**config.mk**
```make
export PLATFORM = sky130hd
export DESIGN_NAME = regfile_arbiter_flat
export DESIGN_NICKNAME = d
export VERILOG_FILES = /design/src/rtl/regfile_arbiter_if.sv /design/src/rtl/regfile_arbiter.sv /design/src/flat_wrapper.sv
export SDC_FILE = /design/constraint.sdc
export NUM_CORES = 1
export LEC_CHECK = 0
export CORE_ASPECT_RATIO = 1.2
export CORE_MARGIN = 2
export CORE_UTILIZATION = 40
export DETAILED_ROUTE_END_ITERATION = 6
export PLACE_DENSITY = 0.85
export SLEW_MARGIN = 10
export SYNTH_ARGS = -nofsm -noshare
export SYNTH_HDL_FRONTEND = slang
export SYNTH_SLANG_ARGS = --single-unit
export TNS_END_PERCENT = 50
```
**constraint.sdc**
```tcl
create_clock -name clk -period 3.5 [get_ports clk]
set_input_delay 0.7 -clock clk [delete_from_list [all_inputs] [get_ports clk]]
set_output_delay 0.7 -clock clk [all_outputs]
set_load 0.02 [all_outputs]
```
**src/rtl/regfile_arbiter_if.sv**
```systemverilog
// Bundles the requester handshakes, the clear control and the register-file port for regfile_arbiter.
// The arbiter uses the slave modport; the requesters and the register file together form the master side.
interface regfile_arbiter_if #(
    parameter int DW = 8,
    parameter int AW = 4
);
    logic          clr_start;
    logic          clr_busy;

    logic          a_valid;
    logic          a_we;
    logic [AW-1:0] a_addr;
    logic [DW-1:0] a_wdata;
    logic          a_ready;
    logic          a_rvalid;
    logic [DW-1:0] a_rdata;

    logic          b_valid;
    logic          b_we;
    logic [AW-1:0] b_addr;
    logic [DW-1:0] b_wdata;
    logic          b_ready;
    logic          b_rvalid;
    logic [DW-1:0] b_rdata;

    logic          rf_we;
    logic [AW-1:0] rf_wadd;
    logic [DW-1:0] rf_wdata;
    logic [AW-1:0] rf_radd;
    logic [DW-1:0] rf_rdata;

    modport slave (
        input  clr_start,
        output clr_busy,
        input  a_valid, a_we, a_addr, a_wdata,
        output a_ready, a_rvalid, a_rdata,
        input  b_valid, b_we, b_addr, b_wdata,
        output b_ready, b_rvalid, b_rdata,
        output rf_we, rf_wadd, rf_wdata, rf_radd,
        input  rf_rdata
    );

    modport master (
        output clr_start,
        input  clr_busy,
        output a_valid, a_we, a_addr, a_wdata,
        input  a_ready, a_rvalid, a_rdata,
        output b_valid, b_we, b_addr, b_wdata,
        input  b_ready, b_rvalid, b_rdata,
        input  rf_we, rf_wadd, rf_wdata, rf_radd,
        output rf_rdata
    );
endinterface

```
**src/rtl/regfile_arbiter.sv**
```systemverilog
// Round-robin arbiter sharing one 16x8 register file between requesters A and B, with a zeroing sweep.
// Optional macro RF_DUAL_ISSUE_EN: grants a write and a read from different requesters in the same cycle.
module regfile_arbiter #(
    parameter int DW = 8,
    parameter int AW = 4
) (
    input  logic             clk,
    input  logic             rst,
    regfile_arbiter_if.slave bus
);
    localparam int DEPTH = 2 ** AW;

    typedef enum logic {
        SERVE,
        CLEAR
    } state_e;

    state_e        state_q;
    logic [AW-1:0] clrCnt_q;
    logic          prioB_q;
    logic          clrBusy_q;
    logic          aRvalid_q;
    logic          bRvalid_q;
    logic [DW-1:0] aRdata_q;
    logic [DW-1:0] bRdata_q;

    logic          serve;
    logic          dualIssue;
    logic          contested;
    logic          grantA;
    logic          grantB;
    logic          aRvalid_d;
    logic          bRvalid_d;

    // clr_start pre-empts every request in the cycle it is seen
    assign serve = rst && (state_q == SERVE) && !bus.clr_start;

`ifdef RF_DUAL_ISSUE_EN
    assign dualIssue = serve && bus.a_valid && bus.b_valid && (bus.a_we != bus.b_we);
`else
    assign dualIssue = 1'b0;
`endif

    assign grantA    = serve && bus.a_valid && (dualIssue || !bus.b_valid || !prioB_q);
    assign grantB    = serve && bus.b_valid && (dualIssue || !bus.a_valid ||  prioB_q);
    assign contested = serve && bus.a_valid && bus.b_valid && !dualIssue;
    assign aRvalid_d = grantA && !bus.a_we;
    assign bRvalid_d = grantB && !bus.b_we;

    assign bus.a_ready  = grantA;
    assign bus.b_ready  = grantB;
    assign bus.a_rvalid = aRvalid_q;
    assign bus.a_rdata  = aRdata_q;
    assign bus.b_rvalid = bRvalid_q;
    assign bus.b_rdata  = bRdata_q;
    assign bus.clr_busy = clrBusy_q;

    // At most one granted requester writes and at most one reads, so the ports never collide
    always_comb begin
        bus.rf_we    = 1'b0;
        bus.rf_wadd  = '0;
        bus.rf_wdata = '0;
        bus.rf_radd  = '0;
        if (rst && state_q == CLEAR) begin
            bus.rf_we   = 1'b1;
            bus.rf_wadd = clrCnt_q;
        end else begin
            if (grantA) begin
                if (bus.a_we) begin
                    bus.rf_we    = 1'b1;
                    bus.rf_wadd  = bus.a_addr;
                    bus.rf_wdata = bus.a_wdata;
                end else begin
                    bus.rf_radd  = bus.a_addr;
                end
            end
            if (grantB) begin
                if (bus.b_we) begin
                    bus.rf_we    = 1'b1;
                    bus.rf_wadd  = bus.b_addr;
                    bus.rf_wdata = bus.b_wdata;
                end else begin
                    bus.rf_radd  = bus.b_addr;
                end
            end
        end
    end

    always_ff @(posedge clk) begin
        if (!rst) begin
            state_q   <= SERVE;
            clrCnt_q  <= '0;
            prioB_q   <= 1'b0;
            clrBusy_q <= 1'b0;
            aRvalid_q <= 1'b0;
            bRvalid_q <= 1'b0;
            aRdata_q  <= '0;
            bRdata_q  <= '0;
        end else begin
            aRvalid_q <= aRvalid_d;
            bRvalid_q <= bRvalid_d;
            if (aRvalid_d) aRdata_q <= bus.rf_rdata;
            if (bRvalid_d) bRdata_q <= bus.rf_rdata;

            case (state_q)
                SERVE: begin
                    if (bus.clr_start) begin
                        state_q   <= CLEAR;
                        clrBusy_q <= 1'b1;
                        clrCnt_q  <= '0;
                    end else if (contested) begin
                        prioB_q   <= !prioB_q;
                    end
                end
                CLEAR: begin
                    if (clrCnt_q == AW'(DEPTH - 1)) begin
                        state_q   <= SERVE;
                        clrBusy_q <= 1'b0;
                        clrCnt_q  <= '0;
                    end else begin
                        clrCnt_q  <= clrCnt_q + AW'(1);
                    end
                end
            endcase
        end
    end
endmodule

```
**src/flat_wrapper.sv**
```systemverilog
// flat-port wrapper written by rule: the top's interface ports become plain ports
module regfile_arbiter_flat 
#(
    parameter int DW = 8,
    parameter int AW = 4
)
  (clk, rst, bus_clr_start, bus_clr_busy, bus_a_valid, bus_a_we, bus_a_addr, bus_a_wdata, bus_a_ready, bus_a_rvalid, bus_a_rdata, bus_b_valid, bus_b_we, bus_b_addr, bus_b_wdata, bus_b_ready, bus_b_rvalid, bus_b_rdata, bus_rf_we, bus_rf_wadd, bus_rf_wdata, bus_rf_radd, bus_rf_rdata);
  regfile_arbiter_if #(.DW(DW), .AW(AW)) bus_i ();
  input  logic clk;
  input  logic rst;
  input wire logic [$bits(bus_i.clr_start)-1:0] bus_clr_start;
  output wire logic [$bits(bus_i.clr_busy)-1:0] bus_clr_busy;
  input wire logic [$bits(bus_i.a_valid)-1:0] bus_a_valid;
  input wire logic [$bits(bus_i.a_we)-1:0] bus_a_we;
  input wire logic [$bits(bus_i.a_addr)-1:0] bus_a_addr;
  input wire logic [$bits(bus_i.a_wdata)-1:0] bus_a_wdata;
  output wire logic [$bits(bus_i.a_ready)-1:0] bus_a_ready;
  output wire logic [$bits(bus_i.a_rvalid)-1:0] bus_a_rvalid;
  output wire logic [$bits(bus_i.a_rdata)-1:0] bus_a_rdata;
  input wire logic [$bits(bus_i.b_valid)-1:0] bus_b_valid;
  input wire logic [$bits(bus_i.b_we)-1:0] bus_b_we;
  input wire logic [$bits(bus_i.b_addr)-1:0] bus_b_addr;
  input wire logic [$bits(bus_i.b_wdata)-1:0] bus_b_wdata;
  output wire logic [$bits(bus_i.b_ready)-1:0] bus_b_ready;
  output wire logic [$bits(bus_i.b_rvalid)-1:0] bus_b_rvalid;
  output wire logic [$bits(bus_i.b_rdata)-1:0] bus_b_rdata;
  output wire logic [$bits(bus_i.rf_we)-1:0] bus_rf_we;
  output wire logic [$bits(bus_i.rf_wadd)-1:0] bus_rf_wadd;
  output wire logic [$bits(bus_i.rf_wdata)-1:0] bus_rf_wdata;
  output wire logic [$bits(bus_i.rf_radd)-1:0] bus_rf_radd;
  input wire logic [$bits(bus_i.rf_rdata)-1:0] bus_rf_rdata;
  assign bus_i.clr_start = bus_clr_start;
  assign bus_clr_busy = bus_i.clr_busy;
  assign bus_i.a_valid = bus_a_valid;
  assign bus_i.a_we = bus_a_we;
  assign bus_i.a_addr = bus_a_addr;
  assign bus_i.a_wdata = bus_a_wdata;
  assign bus_a_ready = bus_i.a_ready;
  assign bus_a_rvalid = bus_i.a_rvalid;
  assign bus_a_rdata = bus_i.a_rdata;
  assign bus_i.b_valid = bus_b_valid;
  assign bus_i.b_we = bus_b_we;
  assign bus_i.b_addr = bus_b_addr;
  assign bus_i.b_wdata = bus_b_wdata;
  assign bus_b_ready = bus_i.b_ready;
  assign bus_b_rvalid = bus_i.b_rvalid;
  assign bus_b_rdata = bus_i.b_rdata;
  assign bus_rf_we = bus_i.rf_we;
  assign bus_rf_wadd = bus_i.rf_wadd;
  assign bus_rf_wdata = bus_i.rf_wdata;
  assign bus_rf_radd = bus_i.rf_radd;
  assign bus_i.rf_rdata = bus_rf_rdata;
  regfile_arbiter #(.DW(DW), .AW(AW)) u_core (.clk(clk), .rst(rst), .bus(bus_i));
endmodule
```
==> impl_metrics.ini <==
[sta]
finalClockSkew_ns = 0.00733
hold_slack_ns = 0.472
tightest_slew_ns = 0.362
fin_crit_sh_pct = 96.5
timing.final.ws_setup_ns = 0.123
max_freq_mhz = 296
rsz0062_at_grt = no
timing_hold_violations_final = 0
slew_violations = 0
relSlewSlack_pct = 75.8
setup_viol = 0
period_minus_slack_ns = 3.38

[placement]
place.detailed.hpwl_um = 3020
place_inst = 248
place.gp.congestion = 0.857
pre_cts_ws_ns = -0.0341
numPortBuffers = 76

[layout]
drive_gt1_share_pct = 10.0
nFillCells = 247
diodes = 0
instances_no_fill = 255
synthToLayoutAreaGrowth_pct = 66.7
fin_nets = 260

[synthesis]
synth_top_family_by_area = simple AND/OR/NAND/NOR gates
syn_area_per_cell_um2 = 9.58
synth_xor_area_share_pct = 0
yosysTopAreaCell = dfxtp_1
synth_nets = 176
yosysWarningCount = 0
yosys.area_share.simple_pct = 26.1
synthAdderAreaFrac_pct = 0.961
synth_cells = 136
synth.area.top_cells = dfxtp_1 38%, mux2i_1 12%, nand2_1 9.2%
synth_compound_area_share_pct = 16.7
synth.area.mux_share_pct = 12.3
yosysSeqAreaShare_pct = 38.4
synth_seq_cells = 25
synthesis.area_um2 = 1300
synth.distinct_cells = 29
synth_top_area_share_pct = 38.4

[floorplan]
initial_core_util_pct = 42.2
io_pins = 77
chipWidth_um = 56.1
die_h_um = 66.5
core_um2 = 3080
die-area_um2 = 3730
rows = 22

[route]
wl_per_cell_um = 15.3
viasPerCell = 5.33
postRouteAntennaNets = 0
drtIter0Drc = 59
drc = 0
firstDrtPassIters = 4
vias = 1358
routed_wl_um = 3900

[global_route]
grt_max_degree = 38
first_global_vias = 1387
grt_usage_pct = 21.7
gr-total-overflow = 0
grt_pass1_wl_um = 6490
antenna_found_initial = 0

[min_path]
holdCritStartpoint = u_core.bus.a_rdata[5]
hold_class = reg -> reg
whs_endpoint = u_core.bus.a_rdata[5]
whs_path_depth = 2

[worst_setup_path]
cp.required_ns = 2.80
endpoint_kind = output port
r2r_cells = 7
crit_path_start_kind = input pin
rrSetupSlack_ns = 1.68
cp.arrival_ns = 2.68
rr_startpoint = u_core.state_q
worstSetupPathType = in -> out
cp_max_fo = 13
rr_endpoint = u_core.bus.b_rdata[1]

[clock_tree]
cts.sinks = 25
cts_buffers = 3
clkTransAtPathRegs_ns = 0.15
ctsHoldBuffers = 0
cts_tree = built
max-clock-path-buffers = 2
cts_root_buffer = clkbuf_4
clk_latency_ns = 0.32
htreeDepth = 1

[power]
power_leakage_nw = 0.815
ir_drop_v = 0.000279
powerDensity_nw_per_um2 = 258

[outcome]
outcome = completed

[flow_run]
drv_cap = 0
-- flip-flops by register name, summed over array words and instances (netlist names) --
signal and count:
u_core.bus.a_rdata 8, u_core.bus.a_rvalid 1, u_core.bus.clr_busy 1, u_core.bus.b_rvalid 1, u_core.bus.b_rdata 8, u_core.state_q 1
u_core.clrCnt_q 4, u_core.prioB_q 1
-- metal layers --
layer / part of all wire [%] / global-route usage [%] / vias up
met2: 53 / 42.2 / 62
met3: 6.2 / 4.27 / 4
li1: - / - / 662
met5: 0 / 0 / -
met1: 40 / 24.4 / 630
met4: 1.1 / 4.46 / 0
-- synth_stat cells --
library cell and count:
nor2_1 1, a21oi_1 2, nand2_1 32, nand3b_1 2, nand4_1 1, mux2i_1 16, nor3b_1 2, clkbuf_1 5
a211o_1 1, nand4b_1 1, a22o_1 12, a21boi_0 4, nor4b_4 3, ha_1 1, nand3_1 1, nor4_4 1
nor2b_1 3, or3_1 1, o21ai_0 3, buf_6 3, a221o_1 4, o2111ai_1 1, or2_1 1, nand2b_1 1
and3_1 5, buf_4 2, dfxtp_1 25, inv_1 1, nor3_1 1
-- where the power goes --
group          internal (mW)  switching [mW]
combinational         0.0755          0.0563
clock                 0.0436          0.0893
sequential             0.291         0.00432
total                  0.410           0.150
-- logic make-up (layout without fill, tap and decap cells) --
group | Yosys count | after routing
compound gates | 27 | 27
mux | 16 | 16
flops | 25 | 25
simple gates | 56 | 56
buf+inv | 11 | 94
fa+ha+maj | 1 | 1
-- cell usage in the layout (no fill, tap or decap), types with 2 or more instances in the layout --
cell type / netlist / final
a21boi_0: 4 / 4
a21oi_1: 2 / 2
a221o_1: 4 / 4
a22o_1: 12 / 12
and3_1: 5 / 5
buf_4: 2 / 13
clkbuf_4: 0 / 3
clkdlybuf4s50_1: 0 / 76
dfxtp_1: 25 / 25
mux2i_1: 16 / 16
nand2_1: 32 / 32
nand3b_1: 2 / 2
nor2b_1: 3 / 3
nor3b_1: 2 / 2
nor4b_4: 3 / 3
o21ai_0: 3 / 3
-- worst max path at each step --
stage,endpoint,cells after the start,start
after detailed placement,bus_rf_radd[3],5,bus_clr_start
final,bus_rf_wdata[5],6,bus_clr_start
after global placement,bus_rf_radd[2],5,bus_clr_start
after global routing,bus_rf_radd[0],5,bus_clr_start
after floorplan,bus_rf_radd[2],5,bus_clr_start
after CTS,bus_rf_wdata[5],6,bus_clr_start
-- worst max-delay path, cell delays in order --
cell and delay (ns):
clkdlybuf4s50_1 0.42, or2_4 0.30, nor4b_4 0.26, buf_4 0.22, a22o_1 0.17, clkdlybuf4s50_1 0.60
-- final cells by class --
cell class | count | area [um2] | share of cell area (%)
flip-flops and latches | 25 | 500 | 23.1
inverters | 1 | 3.75 | 0.173
multi-input cells | 100 | 733 | 33.8
repair buffers | 89 | 858 | 39.5
well taps | 36 | 45.0 | 2.07
clock inverters | 1 | 7.51 | 0.346
clock buffers | 3 | 22.5 | 1.04
-- repair_timing --
item,in CTS,in global routing
setup endpoints to repair,4,17
resized for setup,0,1
buffers inserted,3,0
pin swaps,1,0
cloned,0,0
-- per-stage QoR --
stage / setup TNS, ns / power [mW] / area, um2 / utilization (%)
floorplan: 0 / 0.356 / 1300 / -
global placement: 0 / 0.428 / 2120 / 68.6
detailed placement: -0.0770 / 0.432 / 2120 / 68.6
CTS: 0 / 0.562 / 2170 / 70.3
global route: 0 / 0.585 / 2170 / 70.4
finish: 0 / 0.560 / 2170 / 70.4
(Power assumes the default switching activity.)
